[src/rtl/gpio_bank_ctrl.sv]
// gpio_bank_ctrl: register-programmed GPIO bank with output/direction
// registers, 2-FF input synchroniser, per-pin debounce, and sticky
// rise/fall edge capture that drives a level interrupt.
//
// Register port handshake: reg_we/reg_re are single-cycle strobes sampled
// on a clock edge; reg_ack is high for exactly the following cycle with
// reg_rdata valid (zero otherwise). A write is committed on the edge that
// ends the ack cycle. With both strobes high only the write happens and
// rdata is zero. While en=0 write strobes are dropped (no ack), reads are
// still acknowledged.
module gpio_bank_ctrl #(
    parameter int NPINS = 34,
    parameter int DB_W  = 8
) (
    input  logic             clk,
    input  logic             nrst,
    input  logic             en,
    input  logic [NPINS-1:0] gpio_in,
    output logic [NPINS-1:0] gpio_out,
    output logic [NPINS-1:0] gpio_oeb,
    input  logic [2:0]       reg_addr,
    input  logic [NPINS-1:0] reg_wdata,
    input  logic             reg_we,
    input  logic             reg_re,
    output logic [NPINS-1:0] reg_rdata,
    output logic             reg_ack,
    output logic             irq
);

    localparam int WW = (NPINS > DB_W) ? NPINS : DB_W;

    localparam logic [2:0] A_DATA_OUT = 3'd0;
    localparam logic [2:0] A_OEB      = 3'd1;
    localparam logic [2:0] A_DATA_IN  = 3'd2;
    localparam logic [2:0] A_RISE_EN  = 3'd3;
    localparam logic [2:0] A_FALL_EN  = 3'd4;
    localparam logic [2:0] A_EDGE     = 3'd5;
    localparam logic [2:0] A_DEBOUNCE = 3'd6;

    // Programmable registers
    logic [NPINS-1:0] data_out_q;
    logic [NPINS-1:0] oeb_q;
    logic [NPINS-1:0] rise_en_q;
    logic [NPINS-1:0] fall_en_q;
    logic [NPINS-1:0] status_q;
    logic [DB_W-1:0]  debounce_q;

    // Pending write captured with the strobe, committed one cycle later
    logic             pend_we_q;
    logic [2:0]       pend_addr_q;
    logic [NPINS-1:0] pend_wdata_q;

    // Register port response
    logic             ack_q;
    logic [NPINS-1:0] rdata_q;

    // Pin-side registers
    logic [NPINS-1:0] out_pin_q;
    logic [NPINS-1:0] oeb_pin_q;
    logic             irq_q;

    // Input path
    logic [NPINS-1:0] sync1_q;
    logic [NPINS-1:0] sync2_q;
    logic [NPINS-1:0] stable_q;
    logic [NPINS-1:0] stable_d;
    logic [DB_W-1:0]  cnt_q [NPINS];
    logic [DB_W-1:0]  cnt_d [NPINS];

    logic             wr_req;
    logic             rd_req;
    logic [NPINS-1:0] rd_mux;
    logic [WW-1:0]    db_wide;
    logic [WW-1:0]    wdata_wide;
    logic [NPINS-1:0] rise_ev;
    logic [NPINS-1:0] fall_ev;
    logic [NPINS-1:0] clr_mask;
    logic [NPINS-1:0] status_d;

    assign wr_req     = reg_we & en;
    assign rd_req     = reg_re & ~wr_req;
    assign db_wide    = WW'(debounce_q);
    assign wdata_wide = WW'(pend_wdata_q);

    // Read data mux over the current register contents
    always_comb begin
        rd_mux = '0;
        case (reg_addr)
            A_DATA_OUT: rd_mux = data_out_q;
            A_OEB:      rd_mux = oeb_q;
            A_DATA_IN:  rd_mux = stable_q;
            A_RISE_EN:  rd_mux = rise_en_q;
            A_FALL_EN:  rd_mux = fall_en_q;
            A_EDGE:     rd_mux = status_q;
            A_DEBOUNCE: rd_mux = db_wide[NPINS-1:0];
            default:    rd_mux = '0;
        endcase
    end

    // Capture the request and produce the one-cycle ack with read data
    always_ff @(posedge clk or negedge nrst) begin
        if (!nrst) begin
            pend_we_q    <= 1'b0;
            pend_addr_q  <= '0;
            pend_wdata_q <= '0;
            ack_q        <= 1'b0;
            rdata_q      <= '0;
        end else begin
            pend_we_q <= wr_req;
            if (wr_req) begin
                pend_addr_q  <= reg_addr;
                pend_wdata_q <= reg_wdata;
            end
            ack_q   <= wr_req | reg_re;
            rdata_q <= rd_req ? rd_mux : '0;
        end
    end

    // Commit pending writes to the RW registers
    always_ff @(posedge clk or negedge nrst) begin
        if (!nrst) begin
            data_out_q <= '0;
            oeb_q      <= '1;
            rise_en_q  <= '0;
            fall_en_q  <= '0;
            debounce_q <= '0;
        end else if (pend_we_q) begin
            case (pend_addr_q)
                A_DATA_OUT: data_out_q <= pend_wdata_q;
                A_OEB:      oeb_q      <= pend_wdata_q;
                A_RISE_EN:  rise_en_q  <= pend_wdata_q;
                A_FALL_EN:  fall_en_q  <= pend_wdata_q;
                A_DEBOUNCE: debounce_q <= wdata_wide[DB_W-1:0];
                default:    ;
            endcase
        end
    end

    // Two-flop synchroniser; keeps sampling even while disabled
    always_ff @(posedge clk or negedge nrst) begin
        if (!nrst) begin
            sync1_q <= '0;
            sync2_q <= '0;
        end else begin
            sync1_q <= gpio_in;
            sync2_q <= sync2_q == sync2_q ? sync1_q : sync1_q;
        end
    end

    // Per-pin debounce: count cycles of disagreement, accept at threshold
    always_comb begin
        stable_d = stable_q;
        for (int i = 0; i < NPINS; i++) begin
            cnt_d[i] = cnt_q[i];
            if (en) begin
                if (sync2_q[i] == stable_q[i]) begin
                    cnt_d[i] = '0;
                end else if (cnt_q[i] >= debounce_q) begin
                    stable_d[i] = sync2_q[i];
                    cnt_d[i]    = '0;
                end else if (cnt_q[i] != {DB_W{1'b1}}) begin
                    cnt_d[i] = cnt_q[i] + DB_W'(1);
                end
            end
        end
    end

    // Debounce state registers
    always_ff @(posedge clk or negedge nrst) begin
        if (!nrst) begin
            stable_q <= '0;
            for (int i = 0; i < NPINS; i++) begin
                cnt_q[i] <= '0;
            end
        end else begin
            stable_q <= stable_d;
            cnt_q    <= cnt_d;
        end
    end

    // Edge detection on the debounced value; a new edge beats a same-cycle clear
    always_comb begin
        rise_ev  = stable_d & ~stable_q & rise_en_q;
        fall_ev  = ~stable_d & stable_q & fall_en_q;
        clr_mask = (pend_we_q && (pend_addr_q == A_EDGE)) ? pend_wdata_q : '0;
        status_d = (status_q & ~clr_mask) | rise_ev | fall_ev;
    end

    // Sticky status, registered interrupt and registered pin outputs
    always_ff @(posedge clk or negedge nrst) begin
        if (!nrst) begin
            status_q  <= '0;
            irq_q     <= 1'b0;
            out_pin_q <= '0;
            oeb_pin_q <= '1;
        end else begin
            status_q  <= status_d;
            irq_q     <= |status_q;
            out_pin_q <= data_out_q;
            oeb_pin_q <= oeb_q;
        end
    end

    assign gpio_out  = en ? out_pin_q : '0;
    assign gpio_oeb  = en ? oeb_pin_q : '1;
    assign irq       = en & irq_q;
    assign reg_ack   = ack_q;
    assign reg_rdata = rdata_q;

endmodule

[config.mk]
export PLATFORM = sky130hd
export DESIGN_NAME = gpio_bank_ctrl
export DESIGN_NICKNAME = d
export VERILOG_FILES = /design/src/rtl/gpio_bank_ctrl.sv
export SDC_FILE = /design/constraint.sdc
export NUM_CORES = 1
export LEC_CHECK = 0
export CAP_MARGIN = 20
export CORE_MARGIN = 10
export CORE_UTILIZATION = 52
export DETAILED_ROUTE_END_ITERATION = 8
export HOLD_SLACK_MARGIN = 0.03
export PLACE_DENSITY = 0.73
export SLEW_MARGIN = 20
export SYNTH_ARGS = -nofsm -noshare
export SYNTH_HDL_FRONTEND = slang
export SYNTH_SLANG_ARGS = --single-unit
[constraint.sdc]
create_clock -name clk -period 7.5 [get_ports clk]
set_input_delay 1.5 -clock clk [delete_from_list [all_inputs] [get_ports clk]]
set_output_delay 1.5 -clock clk [all_outputs]
set_load 0.01 [all_outputs]
==> impl_results.md <==
* First-pass GRT wire length at 157.6 mm
* Sequential Power Share at 40.3%
* Final Wtd Congestion at 0.8694
* Post-synth top area cell: dfrtp_1
* I/O pin count at 180
* CTS Sinks at 694
* Clk network pwr share at 27.4%
* Initial Util at 52.31%
* Register area share after synthesis at 46.75%
* # port buffers at 179
* Final setup viols at 0
* Total core area at 0.07136 mm^2
* VDD IR-drop max at 0.2337 mV
* Fin crit share at 58.16%
* Fraction of registers with async set/reset at 100.0%
* Die area at 0.08291 mm^2
* Placed Area at 0.04029 mm^2
* Worst Hold Path EP: sync2_q[16]$_DFF_PN0_
* Initial DRT Pass Iterations at 5
* Final hold violation count at 0
* Setup slack, reg-to-reg at 3.76 ns
* Routed Wire Length at 98.51 mm
* Total Routing Usage GR at 23.51%
* P per Cell Area at 349.1 mW/mm^2
* EDFF count, synth at 0
* Cell internal pwr at 9.710 mW
* YS warnings at 0
* RSZ-0062 raised after global routing: false
* Hold buffer count at CTS at 0
* Drt first-iter violations at 2423
* DR WL/cell at 20.83 um
* Synthesized cell area at 0.03733 mm^2
* DR DRC count at 0
* Worst Reg2Reg Path Length in Cells at 9
* Status: finished clean
* Worst Skew at 0.02506 ns
* Fmax at 229.3 MHz
* Startpoint types: primary input
* Worst R2R End: cnt_q[17]$_DFFE_PN0P_
* Crit path DAT at 2.86 ns
* Via density at 6.140
* Count of pins over their slew limit at 0
* Hold crit path type: reg2reg
* Sw Ratio at 35.46%
* Die H at 287.9 um
* Largest net degree at the start of global routing at 141
* Syn avg cell area at 10.60 um^2
* Commonest register cell after synthesis: dfrtp_1
* Die X at 287.9 um
* Vias at 29040
* Max Cap Viol at 0
* Worst-Skew Late Latency at 0.63 ns
* CTS HTree Levels at 3
* Hold Path Origin: sync1_q[16]$_DFF_PN0_
* Post-CTS Resized at 0
* Share of the synthesized area in the top cell type at 41.96%
* Synthesized Nets at 3903
* Initial antenna violation count at 0
* Post-DP HPWL at 65.07 mm
* Minimum clock period at 4.362 ns
* CP max FO at 93
* P_leak at 19.20 nW
* #FFs+latches synth at 694
* Clock transition at path regs at 0.06 ns
* Logic pwr share at 32.4%
* Final antenna-violating net count at 0
* Netlist cell types at 81
* Synthesis-to-finish area growth at 15.45%
* Worst-case clock buffer depth at 3
* Crit. End Element: output port
* Max transition margin at 21.49%
* Vias in the first global route at 28620
* Slew at the pin closest to its max-slew limit at 1.171 ns
* Syn Inst Count at 3521
* Critical path class: in2out
* Cell area after layout at 0.04310 mm^2
* # rows at 98
* Cts bufs inserted at 76
* Critical Path RT at 6.00 ns
* Total grt overflow at 0
* Layout cells sized above 1 at 14.21%
* # Post-CTS Setup Buffers at 0
* R2R Path Start: debounce_q[2]$_DFFE_PN0P_
* Nets at 4098
* CTS tree: done
* Psw at 5.335 mW
* Hold Path Stages at 0
* Root buffer cell: clkbuf_16
* TNS Setup at 0 ns
* Synth top area cells: dfrtp_1 (42%), ha_1 (10%), mux2_2 (6.9%)
==> cells in the mapped netlist (32+ instances only) <==
library cell	count
and2_1	50
a21oi_1	168
o211ai_1	33
nand2_1	239
nand2b_1	89
a22o_1	36
dfstp_2	68
o21ai_0	133
inv_1	88
a22oi_1	88
dfrtp_1	626
and3_1	108
nand3_1	145
a211oi_1	33
clkbuf_1	72
nor2_1	264
ha_1	306
mux2_2	228
nand4_1	59
nor2b_1	32
xor2_1	39
a31oi_1	62
nor3_1	55
xnor2_1	84
==> layout make-up <==
class,count,area [um^2]
flip-flops and latches,694,17450
repair buffers,216,2136
clock inverters,31,515.5
diodes,1,2.502
inverters,89,336.6
clock buffers,110,2265
fillers,5828,28260
multi-input cells,2639,19200
well taps,950,1189
==> worst max-delay path, cell delays in order <==
cell and delay (ns):
clkbuf_8 0.50, and2_1 0.23, clkdlybuf4s50_1 0.54
==> layer usage <==
metal	part of all wire (%)	GRT usage [%]	vias to the layer above
li1	-	-	13430
met1	45	32.71	14470
met2	46	37.04	970
met3	6.4	3.911	177
met4	3.0	7.605	0
met5	0	0	-
==> state kept, by name, summed over array words and instances, names as in the netlist <==
register      count
out_pin_q        34
reg_ack           1
fall_en_q        34
irq_q             1
data_out_q       34
status_q         34
rise_en_q        34
pend_we_q         1
reg_rdata        34
pend_wdata_q     34
sync2_q          34
stable_q         34
sync1_q          34
pend_addr_q       3
oeb_pin_q        34
cnt_q           272
debounce_q        8
oeb_q            34
==> power groups by stage <==
stage | Sequential (mW) | Clock (mW) | Combinational [mW]
after global routing | 6.19 | 4.33 | 5.50
after detailed placement | 6.07 | 0 | 4.86
after floorplan | 5.66 | 0 | 3.42
final | 6.06 | 4.12 | 4.87
after global placement | 6.06 | 0 | 4.68
after CTS | 6.04 | 4.18 | 4.89
==> stage by stage <==
stage | std cells | total power [mW] | util, % | setup slack (ns) | hold WS, ns
after detailed placement | 4587 | 10.93 | 56.46 | 2.999 | 0.3347
after CTS | 4728 | 15.11 | 60.35 | 3.134 | 0.3452
final | 4730 | 15.04 | 60.40 | 3.138 | 0.3436
after global placement | 4587 | 10.74 | 56.46 | 3.090 | 0.3319
after floorplan | 3521 | 9.081 | - | 3.330 | 0.3312
after global routing | 4729 | 16.02 | 60.39 | 3.074 | 0.3505
==> placed cells by master (no fill, tap or decap), drive strengths merged, types with 111 or more instances in the layout <==
cell / netlist / final
nor2: 264 / 264
o21ai: 146 / 146
dfrtp: 626 / 626
nand2: 240 / 240
a21oi: 168 / 168
clkdlybuf4s50: 0 / 177
ha: 306 / 306
clkbuf: 72 / 111
mux2: 228 / 228
nand3: 145 / 145
==> cells by family (layout without fill, tap and decap cells) <==
kind of cell | Yosys count | in the layout | share of synthesized area (%)
simple gates | 1177 | 1177 | 16.13
mux | 255 | 255 | 7.635
fa+ha+maj | 306 | 306 | 10.26
flops | 694 | 694 | 46.75
compound gates | 778 | 778 | 14.37
other cells | 0 | 1 | 0
xor+xnor | 123 | 123 | 2.886
buf+inv | 188 | 446 | 1.977
==> how the worst max path moves through the flow <==
stage	start	end	slack [ns]	cells past startpoint
4_1_cts	en	gpio_out[10]	3.13	3
3_5_place_dp	en	cnt_q[101]$_DFFE_PN0P_	3.00	6
3_3_place_gp	en	cnt_q[100]$_DFFE_PN0P_	3.09	6
2_1_floorplan	en	gpio_out[32]	3.33	5
6_report	en	gpio_out[10]	3.14	3
5_1_grt	en	gpio_out[8]	3.07	3
Note: power is estimated with default switching activity, not from simulation.
